File: src/rtl/flag_branch_resolver_pkg.sv
// Shared types for the flag/branch resolver: condition codes and flag bit positions.
package branch_pkg;

   typedef enum logic [2:0] {
      COND_AL = 3'd0,
      COND_EQ = 3'd1,
      COND_NE = 3'd2,
      COND_LT = 3'd3,
      COND_GE = 3'd4,
      COND_LE = 3'd5,
      COND_GT = 3'd6,
      COND_NV = 3'd7
   } cond_e;

   localparam int FLAG_Z = 0;
   localparam int FLAG_N = 1;

endpackage

File: src/rtl/flag_branch_resolver_if.sv
// Execute/decode/fetch side signals of the resolver; master drives requests and flags,
// slave is the resolver itself.
interface flag_branch_resolver_if #(
   parameter int ADDR_W = 32
);
   import branch_pkg::*;

   logic [1:0]        flags_in;
   logic              flags_we;
   logic              flag_issue;
   logic              flush;
   logic              br_valid;
   cond_e             br_cond;
   logic [ADDR_W-1:0] br_target;
   logic              br_ready;
   logic              issue_stall;
   logic              res_valid;
   logic              res_taken;
   logic [ADDR_W-1:0] res_target;
   logic [1:0]        flags_q;

   modport master (
      output flags_in, flags_we, flag_issue, flush, br_valid, br_cond, br_target,
      input  br_ready, issue_stall, res_valid, res_taken, res_target, flags_q
   );

   modport slave (
      input  flags_in, flags_we, flag_issue, flush, br_valid, br_cond, br_target,
      output br_ready, issue_stall, res_valid, res_taken, res_target, flags_q
   );

endinterface

File: src/rtl/flag_branch_resolver_cond_eval.sv
// Combinational condition-code evaluation against {N,Z}; zero latency, no flow control.
module branch_cond_eval
   import branch_pkg::*;
(
   input  cond_e      cond,
   input  logic [1:0] flags,
   output logic       taken
);

   logic z;
   logic n;

   assign z = flags[FLAG_Z];
   assign n = flags[FLAG_N];

   always_comb begin
      taken = 1'b0;
      case (cond)
         COND_AL: taken = 1'b1;
         COND_EQ: taken = z;
         COND_NE: taken = !z;
         COND_LT: taken = n;
         COND_GE: taken = !n;
         COND_LE: taken = z | n;
         COND_GT: taken = !z & !n;
         COND_NV: taken = 1'b0;
         default: taken = 1'b0;
      endcase
   end

endmodule

File: src/rtl/flag_branch_resolver.sv
// Flag register + in-flight scoreboard; resolves branches on forwarded flags, result 1 cycle
// after accept. br_ready drops while older flag writers are outstanding or on flush.
module flag_branch_resolver
   import branch_pkg::*;
#(
   parameter int ADDR_W = 32,
   parameter int PEND_W = 2
) (
   input logic                    clk,
   input logic                    rst_n,
   flag_branch_resolver_if.slave  bus
);

   localparam logic [PEND_W-1:0] PEND_MAX = '1;
   localparam logic [PEND_W-1:0] PEND_ONE = PEND_W'(1);

   logic [PEND_W-1:0] pend_cnt;
   logic [PEND_W-1:0] pend_nxt;
   logic [1:0]        flags_r;
   logic [1:0]        eff_flags;
   logic              issue_ok;
   logic              accept;
   logic              taken;
   logic              res_valid_r;
   logic              res_taken_r;
   logic [ADDR_W-1:0] res_target_r;

   assign bus.issue_stall = (pend_cnt == PEND_MAX) && !bus.flags_we;
   // A branch may go only once its last older flag writer retires (possibly this cycle).
   assign bus.br_ready    = !bus.flush &&
                            ((pend_cnt == '0) || ((pend_cnt == PEND_ONE) && bus.flags_we));
   assign issue_ok  = bus.flag_issue && !bus.issue_stall;
   assign accept    = bus.br_valid && bus.br_ready;
   assign eff_flags = bus.flags_we ? bus.flags_in : flags_r;

   branch_cond_eval u_cond_eval (
      .cond  (bus.br_cond),
      .flags (eff_flags),
      .taken (taken)
   );

   always_comb begin
      pend_nxt = pend_cnt;
      if (bus.flush) begin
         pend_nxt = '0;
      end else if (issue_ok && !bus.flags_we) begin
         pend_nxt = pend_cnt + PEND_ONE;
      end else if (!issue_ok && bus.flags_we && (pend_cnt != '0)) begin
         pend_nxt = pend_cnt - PEND_ONE;
      end
   end

   always_ff @(posedge clk) begin
      if (!rst_n) begin
         flags_r      <= '0;
         pend_cnt     <= '0;
         res_valid_r  <= 1'b0;
         res_taken_r  <= 1'b0;
         res_target_r <= '0;
      end else begin
         if (bus.flags_we) begin
            flags_r <= bus.flags_in;
         end
         pend_cnt    <= pend_nxt;
         res_valid_r <= accept;
         if (accept) begin
            res_taken_r  <= taken;
            res_target_r <= bus.br_target;
         end
      end
   end

   assign bus.flags_q    = flags_r;
   assign bus.res_valid  = res_valid_r;
   assign bus.res_taken  = res_taken_r;
   assign bus.res_target = res_target_r;

endmodule
File: src/flat_wrapper.sv
// flat-port wrapper written by rule: the top's interface ports become plain ports
module flag_branch_resolver_flat import branch_pkg::*;
#(
   parameter int ADDR_W = 32,
   parameter int PEND_W = 2
)
  (clk, rst_n, bus_flags_in, bus_flags_we, bus_flag_issue, bus_flush, bus_br_valid, bus_br_cond, bus_br_target, bus_br_ready, bus_issue_stall, bus_res_valid, bus_res_taken, bus_res_target, bus_flags_q);
  flag_branch_resolver_if #(.ADDR_W(ADDR_W)) bus_i ();
  input logic clk;
  input logic rst_n;
  input wire logic [$bits(bus_i.flags_in)-1:0] bus_flags_in;
  input wire logic [$bits(bus_i.flags_we)-1:0] bus_flags_we;
  input wire logic [$bits(bus_i.flag_issue)-1:0] bus_flag_issue;
  input wire logic [$bits(bus_i.flush)-1:0] bus_flush;
  input wire logic [$bits(bus_i.br_valid)-1:0] bus_br_valid;
  input wire logic [$bits(bus_i.br_cond)-1:0] bus_br_cond;
  input wire logic [$bits(bus_i.br_target)-1:0] bus_br_target;
  output wire logic [$bits(bus_i.br_ready)-1:0] bus_br_ready;
  output wire logic [$bits(bus_i.issue_stall)-1:0] bus_issue_stall;
  output wire logic [$bits(bus_i.res_valid)-1:0] bus_res_valid;
  output wire logic [$bits(bus_i.res_taken)-1:0] bus_res_taken;
  output wire logic [$bits(bus_i.res_target)-1:0] bus_res_target;
  output wire logic [$bits(bus_i.flags_q)-1:0] bus_flags_q;
  assign bus_i.flags_in = bus_flags_in;
  assign bus_i.flags_we = bus_flags_we;
  assign bus_i.flag_issue = bus_flag_issue;
  assign bus_i.flush = bus_flush;
  assign bus_i.br_valid = bus_br_valid;
  assign bus_i.br_cond = bus_br_cond;
  assign bus_i.br_target = bus_br_target;
  assign bus_br_ready = bus_i.br_ready;
  assign bus_issue_stall = bus_i.issue_stall;
  assign bus_res_valid = bus_i.res_valid;
  assign bus_res_taken = bus_i.res_taken;
  assign bus_res_target = bus_i.res_target;
  assign bus_flags_q = bus_i.flags_q;
  flag_branch_resolver #(.ADDR_W(ADDR_W), .PEND_W(PEND_W)) u_core (.clk(clk), .rst_n(rst_n), .bus(bus_i));
endmodule
File: config.mk
export PLATFORM = sky130hd
export DESIGN_NAME = flag_branch_resolver_flat
export DESIGN_NICKNAME = d
export VERILOG_FILES = /design/src/rtl/flag_branch_resolver_pkg.sv /design/src/rtl/flag_branch_resolver_if.sv /design/src/rtl/flag_branch_resolver_cond_eval.sv /design/src/rtl/flag_branch_resolver.sv /design/src/flat_wrapper.sv
export SDC_FILE = /design/constraint.sdc
export NUM_CORES = 1
export LEC_CHECK = 0
export ABC_CLOCK_PERIOD_IN_PS = 1500
export CAP_MARGIN = 0
export CORE_ASPECT_RATIO = 1.25
export CORE_UTILIZATION = 32
export CTS_BUF_LIST = sky130_fd_sc_hd__clkbuf_16
export DETAILED_ROUTE_END_ITERATION = 8
export PLACE_DENSITY = 0.69
export SKIP_CTS_REPAIR_TIMING = 1
export SLEW_MARGIN = 20
export SYNTH_ARGS = -nofsm -noshare
export SYNTH_HDL_FRONTEND = slang
export SYNTH_SLANG_ARGS = --single-unit
File: constraint.sdc
create_clock -name clk -period 1.5 [get_ports clk]
set_input_delay 0.3 -clock clk [delete_from_list [all_inputs] [get_ports clk]]
set_output_delay 0.3 -clock clk [all_outputs]
set_load 0.05 [all_outputs]
# Yosys cells after proc, flatten, opt, wreduce, memory -nomap -nowiden

Index checks and enable logic that the tools add are counted.

Input port bits: 43
Register bits after elaboration: 38
Output and inout bits: 38

Equal/unequal tests: 9
Reductions and logical operators: 20
Muxes and demuxes: 4
Add/subtract/negate cells: 2
Bitwise logic cells: 3

Operator list:

| cell                                              | count |
|---|---|
| == test 3 bit (second input constant)             | 4 |
| logical AND 1 bit                                 | 8 |
| case mux 1 bit (8 select lines)                   | 1 |
| == test 3 x 2 -> 1 bit (second input constant)    | 2 |
| logical NOT 1 bit                                 | 6 |
| 2-to-1 mux 2 bit                                  | 3 |
| nonzero test 2 bit                                | 2 |
| == test 3 x 1 -> 1 bit (second input constant)    | 1 |
| logical NOT 3 bit                                 | 1 |
| adder 2 x 1 -> 2 bit (second input constant)      | 1 |
| == test 2 x 1 -> 1 bit (second input constant)    | 1 |
| == test 2 bit (second input constant)             | 1 |
| logical NOT 2 bit                                 | 1 |
| OR reduction 2 bit                                | 1 |
| subtractor 2 x 1 -> 2 bit (second input constant) | 1 |
| AND 1 bit                                         | 1 |
| logical OR 1 bit                                  | 1 |
| NOT 1 bit                                         | 1 |
| bitwise OR 1 bit                                  | 1 |

# Longest topological paths before layout

Depth after elaboration: 9
Gate-level depth with buffers: 8

# Cells and area by module

A second synthesis with hierarchy kept.

Cell total of the unflattened synthesis: 179
Area total of the unflattened synthesis: 1676.6 um^2

By module, submodules not included:

| module               | seq. area each (um^2) | area each (um^2) | times used | cells each |
|---|---|---|---|---|
| flag_branch_resolver | 760.7                 | 1639.1           | 1          | 173 |
| branch_cond_eval     | 0.0                   | 37.5             | 1          | 6 |

# Worst setup path after synthesis

Ideal clock, no wire load.

Path kind: register -> output
From: reg u_core.pend_cnt[1]
To: out bus_br_ready
Arrival time: 1.432 ns
Buffers on the path: 0
Data required time: 1.200 ns
Path slack: -0.232 ns
Cell stages (with the launch flop): 5
Cell sequence: dfxtp_1 > inv_1 > ha_1 > a21o_4 > nor2b_1

Word-level cells in the longest chain between the ends: 4

RTL lines:

| what                   | RTL line                   | RTL |
|---|---|---|
| start, declared        | flag_branch_resolver.sv:17 | `logic [PEND_W-1:0] pend_cnt;` |
| start signal, assigned | flag_branch_resolver.sv:64 | `pend_cnt <= pend_nxt;` |
| == test 2 x 1 -> 1 bit | flag_branch_resolver.sv:31 | `((pend_cnt == '0) \|\| ((pend_cnt == PEND_ONE) && bus.flags_we));` |
| logical AND 1 bit      | flag_branch_resolver.sv:31 |  |
| logical OR 1 bit *     | flag_branch_resolver.sv:31 |  |
| logical AND 1 bit *    | flag_branch_resolver.sv:30 | `assign bus.br_ready = !bus.flush &&` |
| end, declared          | flat_wrapper.sv:18         | `output wire logic [$bits(bus_i.br_ready)-1:0] bus_br_ready;` |

Mark *: on every way between the ends. The rest lies on a longest branch, timed or not.

# Final worst setup path

Ends and elaborated chain as after synthesis.

==> reports/qor.csv <==
stage,metric,value,unit
status,status,"finished, violations left",
status,violations,negative setup slack,
timing,tightest_slew,0.305,ns
min_path,min-delay-start,u_core.bus.res_target[3],
floorplan,die_h,81.0,µm
timing,slew-limit-headroom,79.5,%
routing,avgRoutedWirePerCell,13.2,µm
yosys,yosysTopAreaCellShare,47.6,%
yosys,synth_seq_cells,38,
setup_path,crit_fanout,3,
timing,post-route-period-util,108,%
yosys,syn_area,0.00160,mm²
floorplan,row_count,28,
min_path,whs_path_depth,2,
yosys,synth-edff-count,0,
setup_path,crit_start,u_core.pend_cnt[1],
floorplan,design.die.area,0.00528,mm²
global_route,met1_usage,17.7,%
placed_design,placed_area,0.00291,mm²
layout,fin_area,0.00326,mm²
global_route,grt_util_all_layers,16.5,%
placed_design,io_buffer_count,80,
yosys,yosysWarnings,0,
placed_design,dp_cells,328,
layout,layout.cells.non_filler,342,
clock_network,clk_pin_slew,0.05,ns
clock_network,clock_latency,0.27,ns
global_route,grt_pass1_wl,6670,µm
global_route,grt_pass1_vias,1504,
layout,area_growth,104,%
setup_path,ff2ff_path_depth,8,
pwr,power_density,868,mW/mm²
yosys,synth_area_leaders,"dfxtp_1, nand2_1, a21boi_1",
routing,ant_nets,0,
clock_network,cts_buffers,5,
timing,finalMaxSlewViolations,0,
setup_path,cp.required,1.20,ns
setup_path,max_stage_delay,0.36,ns
global_route,grtUsageMet2,29.9,%
global_route,met3_usage,4.78,%
pwr,power_leakage,1.28,nW
routing,drc_errors,0,
floorplan,start_util,33.5,%
timing,setup_viol,4,
clock_network,clkSinkCount,38,
placed_design,pre_cts_ws,-0.267,ns
placed_design,gp_routability_congestion,0.696,
timing,timing.final.crit_period,1.62,ns
yosys,synth_seq_area_share,47.6,%
timing,clock_skew,0.00373,ns
floorplan,ios,81,
yosys,syn_inst,185,
setup_path,critPathKind,flip-flop to primary output,
global_route,top_usage_layer,met2,
min_path,min_path_type,flip-flop to flip-flop,
setup_path,crit_path_end_kind,primary output,
clock_network,root_buffer,clkbuf_16,
layout,nets,327,
timing,fin_ws,-0.118,ns
clock_network,tritoncts,done,
clock_network,htreeDepth,2,
layout,n_antenna_cell,0,
routing,drt-total-wl,4530,µm
pwr,power,2.83,mW
floorplan,die_w,65.2,µm
layout,drive_gt1_share,33.7,%
setup_path,cp_top_family,flip-flops,
yosys,synth_top_area_cell,dfxtp_1,
timing,setup_tns,-0.199,ns
yosys,synth-main-ff-cell,dfxtp_1,
layout,fill_cells,381,
setup_path,cp_slowest_cell,dfxtp_4,
global_route,grt_max_degree,19,
setup_path,critPathBufInv,2,
routing,vias_per_cell,4.56,
clock_network,cts_max_path_buffers,2,
pwr,ir_drop,0.619,mV
setup_path,cp.depth,5,
yosys,yosys-top-cells-count,"nand2_1, dfxtp_1, a21boi_1",
routing,vias,1559,
yosys,syn_nets,231,
floorplan,fp.coreArea,0.00476,mm²
timing,rsz0062_at_grt,yes,
setup_path,cp-start-kind,flip-flop,
yosys,synth_cell_types,26,
routing,drt-initial-drc-count,38,
placed_design,hpwl,3110,µm
routing,drtPass1Iterations,4,
setup_path,r2r_start,u_core.pend_cnt[1],
run,cap_violations,0,
timing,fmax,0.618,GHz
setup_path,path_cells,inv_4 -> ha_2 -> a21o_4 -> nor2b_4 -> buf_12,
global_route,antenna_found_initial,0,
setup_path,crit_arrival,1.32,ns
yosys,async_flop_share,0,%
yosys,yosys.cell_count.top_type,nand2_1,
global_route,gr-total-overflow,0,
yosys,avgSynthCellArea,8.63,µm²
timing,hold_viol_final,0,
==> flip-flops by register name, indices dropped and copies added, names as in the netlist <==
signal                 cells
u_core.bus.flags_q         2
u_core.bus.res_taken       1
u_core.bus.res_target     32
u_core.bus.res_valid       1
u_core.pend_cnt            2
==> worst register-to-register path: stages, from the launching register on <==
cell and delay [ns]:
dfxtp_4 0.36, inv_4 0.05, ha_2 0.17, a21o_4 0.20, buf_4 0.14, and2_4 0.19
clkbuf_16 0.18, nand2_1 0.06, a21boi_1 0.05
==> path summary, 6_finish.rpt <==
path / to / slack [ns]
worst max-delay path: bus_br_ready / -0.12
worst min-delay path: u_core.bus.res_target[3] / 0.49
worst max register to register: u_core.bus.res_target[21] / 0
worst min register to register: u_core.bus.res_target[3] / 0.49
==> stage by stage <==
stage                     hold slack (ns)  util (%)
after detailed placement            0.484      61.1
after CTS                           0.491      63.9
after global routing                0.503      68.5
after global placement              0.478      61.1
after floorplan                     0.435         -
final                               0.488      68.5
==> cell type report <==
| type | count | area (µm²) | area share, % |
|---|---|---|---|
| Clock inverter | 3 | 11.3 | 0.345 |
| Sequential cell | 38 | 768 | 23.5 |
| Multi-Input combinational cell | 131 | 857 | 26.3 |
| Timing Repair Buffer | 101 | 1410 | 43.2 |
| Tap cell | 60 | 75.1 | 2.30 |
| Inverter | 4 | 17.5 | 0.537 |
| Clock buffer | 5 | 125 | 3.83 |
==> kinds of logic after synthesis <==
group,share of synthesized area (%)
mux,1.88
flops,47.6
xor+xnor,0.549
fa+ha+maj,2.35
compound gates,20.0
buf+inv,6.35
simple gates,21.2
==> metal layers <==
metal / up-vias / share of wire, %
met2: 47 / 55
met4: 0 / 2.9
li1: 790 / -
met5: - / 0
met3: 12 / 4.6
met1: 710 / 38
==> report_power, final <==
group	leakage, nW	total (mW)	switching, mW	internal [mW]
registers	0.312	1.11	0.0511	1.06
logic	0.899	0.756	0.345	0.411
clock network	0.0663	0.969	0.372	0.597
total	1.28	2.83	0.768	2.07
==> layout by cell type, fill, tap and decap left out, types with 2 or more instances in the layout <==
cell / n
a21boi_1: 30
a21boi_2: 2
a21oi_1: 3
buf_12: 40
buf_4: 15
buf_6: 2
clkbuf_16: 7
clkdlybuf4s50_1: 41
clkinv_1: 3
dfxtp_1: 36
dfxtp_4: 2
ha_4: 2
inv_1: 2
mux2i_4: 2
nand2_1: 56
nand2_2: 10
nor2_1: 3
nor2b_1: 2
nor2b_4: 2
o21ai_0: 2
No activity file was read; power rests on OpenSTA's default activity.
